File: config.mk
export PLATFORM = sky130hd
export DESIGN_NAME = shift_reg_pair
export DESIGN_NICKNAME = d
export VERILOG_FILES = /design/src/rtl/shift_reg_pair.sv
export SDC_FILE = /design/constraint.sdc
export NUM_CORES = 1
export LEC_CHECK = 0
export CAP_MARGIN = 40
export CORE_UTILIZATION = 44
export DETAILED_ROUTE_END_ITERATION = 10
export GPL_TIMING_DRIVEN = 1
export HOLD_SLACK_MARGIN = 0.02
export PLACE_DENSITY = 0.73
export SYNTH_ARGS = -nofsm -noshare
export SYNTH_HDL_FRONTEND = slang
export SYNTH_SLANG_ARGS = --single-unit
File: constraint.sdc
create_clock -name Clk -period 3.05 [get_ports Clk]
set_input_delay 0.7625 -clock Clk [delete_from_list [all_inputs] [get_ports Clk]]
set_output_delay 0.7625 -clock Clk [all_outputs]
set_load 0.03 [all_outputs]
File: src/rtl/shift_reg_pair.sv
// rtl/shift_reg_pair.sv - paired A/B shift registers with single-step and burst shifting
module shift_reg_pair #(
  parameter  int WIDTH = 8,
  localparam int CNT_W = $clog2(2*WIDTH+1)
) (
  input  logic             Clk,
  input  logic             Reset,
  input  logic [WIDTH-1:0] D,
  input  logic             Ld_A,
  input  logic             Ld_B,
  input  logic             Clr_A,
  input  logic             Shift_En,
  input  logic [1:0]       Mode,
  input  logic             Shift_In,
  input  logic             Start,
  input  logic [CNT_W-1:0] Count,
  output logic [WIDTH-1:0] A,
  output logic [WIDTH-1:0] B,
  output logic             A_out,
  output logic             B_out,
  output logic             Busy,
  output logic             Done
);

  localparam logic [1:0] ST_IDLE  = 2'd0;
  localparam logic [1:0] ST_BURST = 2'd1;
  localparam logic [1:0] ST_DONE  = 2'd2;

  localparam logic [1:0] MODE_LSR = 2'b00;
  localparam logic [1:0] MODE_ASR = 2'b01;
  localparam logic [1:0] MODE_LSL = 2'b10;
  localparam logic [1:0] MODE_ROR = 2'b11;

  // Longest useful burst: every bit of {A,B} shifted out once.
  localparam logic [CNT_W-1:0] MAX_CNT = CNT_W'(2*WIDTH);

  logic [1:0]       state;
  logic [CNT_W-1:0] remaining;
  logic [1:0]       mode_q;
  logic [WIDTH-1:0] a_q;
  logic [WIDTH-1:0] b_q;

  logic [1:0]       mode_sel;
  logic [WIDTH-1:0] shift_a;
  logic [WIDTH-1:0] shift_b;
  logic [CNT_W-1:0] count_sat;
  logic             idle_start;
  logic             idle_load;
  logic             idle_shift;

  // A burst must keep the mode captured at Start; single steps follow the live Mode.
  assign mode_sel   = (state == ST_BURST) ? mode_q : Mode;
  assign count_sat  = (Count > MAX_CNT) ? MAX_CNT : Count;
  assign idle_start = (state == ST_IDLE) && Start;
  assign idle_load  = (state == ST_IDLE) && !Start && (Clr_A || Ld_A || Ld_B);
  assign idle_shift = (state == ST_IDLE) && !Start && !(Clr_A || Ld_A || Ld_B) && Shift_En;

  // One step of the {A,B} concatenation in the selected mode.
  always_comb begin
    shift_a = a_q;
    shift_b = b_q;
    case (mode_sel)
      MODE_LSR: begin
        shift_a = {Shift_In, a_q[WIDTH-1:1]};
        shift_b = {a_q[0], b_q[WIDTH-1:1]};
      end
      MODE_ASR: begin
        shift_a = {a_q[WIDTH-1], a_q[WIDTH-1:1]};
        shift_b = {a_q[0], b_q[WIDTH-1:1]};
      end
      MODE_LSL: begin
        shift_a = {a_q[WIDTH-2:0], b_q[WIDTH-1]};
        shift_b = {b_q[WIDTH-2:0], Shift_In};
      end
      MODE_ROR: begin
        shift_a = {b_q[0], a_q[WIDTH-1:1]};
        shift_b = {a_q[0], b_q[WIDTH-1:1]};
      end
      default: begin
        shift_a = a_q;
        shift_b = b_q;
      end
    endcase
  end

  // Burst sequencer: IDLE -> BURST for the saturated count -> one DONE cycle -> IDLE.
  always_ff @(posedge Clk or posedge Reset) begin
    if (Reset) begin
      state     <= ST_IDLE;
      remaining <= '0;
      mode_q    <= MODE_LSR;
    end else begin
      case (state)
        ST_IDLE: begin
          if (Start) begin
            if (Count == '0) begin
              state <= ST_DONE;
            end else begin
              state     <= ST_BURST;
              remaining <= count_sat;
              mode_q    <= Mode;
            end
          end
        end
        ST_BURST: begin
          remaining <= remaining - CNT_W'(1);
          if (remaining == CNT_W'(1)) begin
            state <= ST_DONE;
          end
        end
        ST_DONE: begin
          state <= ST_IDLE;
        end
        default: begin
          state     <= ST_IDLE;
          remaining <= '0;
        end
      endcase
    end
  end

  // Register A: clear beats load; any load/clear blocks the single-step shift.
  always_ff @(posedge Clk or posedge Reset) begin
    if (Reset) begin
      a_q <= '0;
    end else if (state == ST_BURST || idle_shift) begin
      a_q <= shift_a;
    end else if (idle_load) begin
      if (Clr_A) begin
        a_q <= '0;
      end else if (Ld_A) begin
        a_q <= D;
      end
    end
  end

  // Register B: load is independent of A's clear/load.
  always_ff @(posedge Clk or posedge Reset) begin
    if (Reset) begin
      b_q <= '0;
    end else if (state == ST_BURST || idle_shift) begin
      b_q <= shift_b;
    end else if (idle_load && Ld_B) begin
      b_q <= D;
    end
  end

  assign A     = a_q;
  assign B     = b_q;
  assign A_out = a_q[0];
  assign B_out = b_q[0];
  assign Busy  = (state == ST_BURST);
  assign Done  = (state == ST_DONE);

  logic unused_start_path;
  assign unused_start_path = idle_start;

endmodule

==> impl_metrics.toml <==
[grt]
antenna_found_initial = 0
grt_max_degree = 33
track_usage = 0.214
grt_pass1_vias = 1443
grt_first_pass_wirelength_mm = 7.11
grt-ovfl-total = 0

[cts]
cts_hold_buf = 0
cts_tree = "done"
post_cts_resized = 0
cts_buffers = 3
clock-sinks = 25
cts_root_buf = "clkbuf_8"
h-tree-depth = 1
clk_latency_ns = 0.27
post-cts-setup-buffers = 0
clk_path_buf_depth = 2
path_clk_slew_ns = 0.08

[cells_and_area]
syn2layout_area_growth_pct = 26.0
layout_common_cells = "clkdlybuf4s50_1 (41), dfrtp_1 (25), inv_1 (17)"
fillerInstances = 342
nets = 250
drive_gt1_frac = 0.0938
mostFrequentLayoutCell = "clkdlybuf4s50_1"
diodes = 0

[floorplanning]
rows = 22
dieArea_um2 = 4200
die_y_um = 64.8
dieWidth_um = 64.8
placeableCoreArea_um2 = 3720
initial_core_util = 0.467
ios = 43

[detailed_routing]
drt_iter0_drc = 183
viasPerCell = 5.87
drc_errors = 0
ant_nets = 0
routedWlPerCell_um = 15.5
dr.pass1.iters = 4
finalWirelength_mm = 4.22
vias = 1596

[sta]
worst_slew_pin_slew_ns = 0.503
post-route-period-util = 0.827
finClkSkew_ns = 0.00538
setup_viol = 0
slew_viol_final = 0
tns_ns = 0
rsz0062_at_grt = "no"
hold_viol = 0
max_freq_ghz = 0.396
fin_crit_ns = 2.52
max-slew-margin-rel = 0.662

[yosys]
yosysSeqAreaShare = 0.361
synth_cell_type_count = 45
synth_nets = 213
synthTopCellsByArea = "dfrtp_1 (36%), a211oi_1 (6.5%), mux2i_1 (4.6%)"
synth_top_area_share = 0.361
syn_area_um2 = 1730
async_flop_share = 1.00
syn_inst = 188
avgSynthCellArea_um2 = 9.22
yosysWarningCount = 0
ys_ff_latch = 25
synth_edf_count = 0
synth_top_cell_by_area = "dfrtp_1"
ys.flop_type = "dfrtp_1"

[status]
run_status = "completed"

[min_path]
hp-class = "reg -> reg"

[worst_setup_path]
cp_cell_sequence = "nor2b_1 > clkdlybuf4s50_1"
worstPathMaxFanout = 15
cp.arrival_ns = 1.76
critPathSlowestCell = "clkdlybuf4s50_1"
slowest_delay_ns = 0.70
worst-path-buf-inv = 1
end_kind = "output pin"
cp.required_ns = 2.29
start_kind = "register"
critical_path_class = "reg -> out"
critPathTopFamily = "buffers and inverters"

[place]
routabilityCongestion = 0.790
hpwlAfterDp_mm = 3.00
port_buffers = 42

[pwr]
pwr_density_cell_nw_per_um2 = 1090
vdd_drop_max_mv = 0.390
total_power_w = 0.00239
p_leak_nw = 0.875

[flow_run]
maxCapViolCount = 0
==> metal layers <==
layer	GRT usage	vias to the layer above	part of all wire
li1	-	770	-
met1	0.345	771	0.50
met3	0.0246	6	0.039
met4	0.0611	0	0.014
met2	0.292	49	0.45
met5	0	-	0
==> area by class of cell <==
type                       count  area [µm²]  share of cell area
clock buffer                   4        45.0              0.0206
inverter                      17        63.8              0.0292
multi-input combinational    133         951               0.435
sequential                    25         626               0.286
tap                           48        60.1              0.0275
timing repair buffer          45         440               0.201
==> metrics by stage <==
step / setup WS, ns / hold slack, ns / cells / util / instance area, µm²
3_5_place_dp: 0.497 / 0.521 / 268 / 0.576 / 2140
3_3_place_gp: 0.522 / 0.513 / 268 / 0.576 / 2140
6_report: 0.527 / 0.537 / 272 / 0.588 / 2190
2_1_floorplan: 1.05 / 0.488 / 188 / - / 1730
4_1_cts: 0.513 / 0.543 / 272 / 0.588 / 2190
5_1_grt: 0.430 / 0.586 / 272 / 0.588 / 2190
==> cells in the mapped netlist, drive strengths merged (2+ instances only) <==
| cell type | count |
|---|---|
| a211oi | 17 |
| mux2 | 2 |
| nand3 | 8 |
| o31ai | 9 |
| buf | 9 |
| nor2b | 3 |
| ha | 2 |
| dfrtp | 25 |
| nand2 | 6 |
| o21ai | 16 |
| a21oi | 5 |
| clkbuf | 4 |
| nand2b | 2 |
| inv | 17 |
| mux2i | 8 |
| nor2 | 16 |
| a222oi | 2 |
| nor3 | 6 |
| xor2 | 2 |
| nor3b | 4 |
| or4b | 2 |
| a32oi | 8 |
==> report_power, final <==
part	leakage (nW)	internal (W)	switching (W)
logic	0.546	0.000640	0.000855
registers	0.307	0.000497	0.000199
clock network	0.0228	0.0000934	0.000103
==> kinds of logic after synthesis <==
| group | Yosys count | synth area share |
|---|---|---|
| AND/OR/NAND/NOR | 55 | 0.183 |
| multiplexers | 10 | 0.0592 |
| flip-flops | 25 | 0.361 |
| buffers and inverters | 30 | 0.0909 |
| adder cells (fa/ha/maj) | 2 | 0.0144 |
| XOR/XNOR | 2 | 0.0101 |
| AO/OA/AOI/OAI | 64 | 0.281 |
==> worst reg2reg max path, delay by kind of cell (launching register included) <==
family          cells  cell delay [ns]
buf+inv             1             0.27
compound gates      3             0.91
flops               1             0.63
simple gates        1             0.13
==> state kept, by name, summed over array words and instances, names as in the netlist <==
signal	count
A	8
B	8
mode_q	2
remaining	5
state	2
==> final timing paths <==
kind	startpoint	to	slack [ns]	cells after the start
max reg2reg	state[0]	A[7]	1.06	5
min reg2reg	remaining[4]	remaining[4]	0.54	2
min	remaining[4]	remaining[4]	0.54	2
min in group asynchronous	Reset	B[2]	0.84	3
max	state[0]	Done	0.53	2
max in group asynchronous	Reset	state[0]	1.95	3
Power figures use the tool's default switching activity.
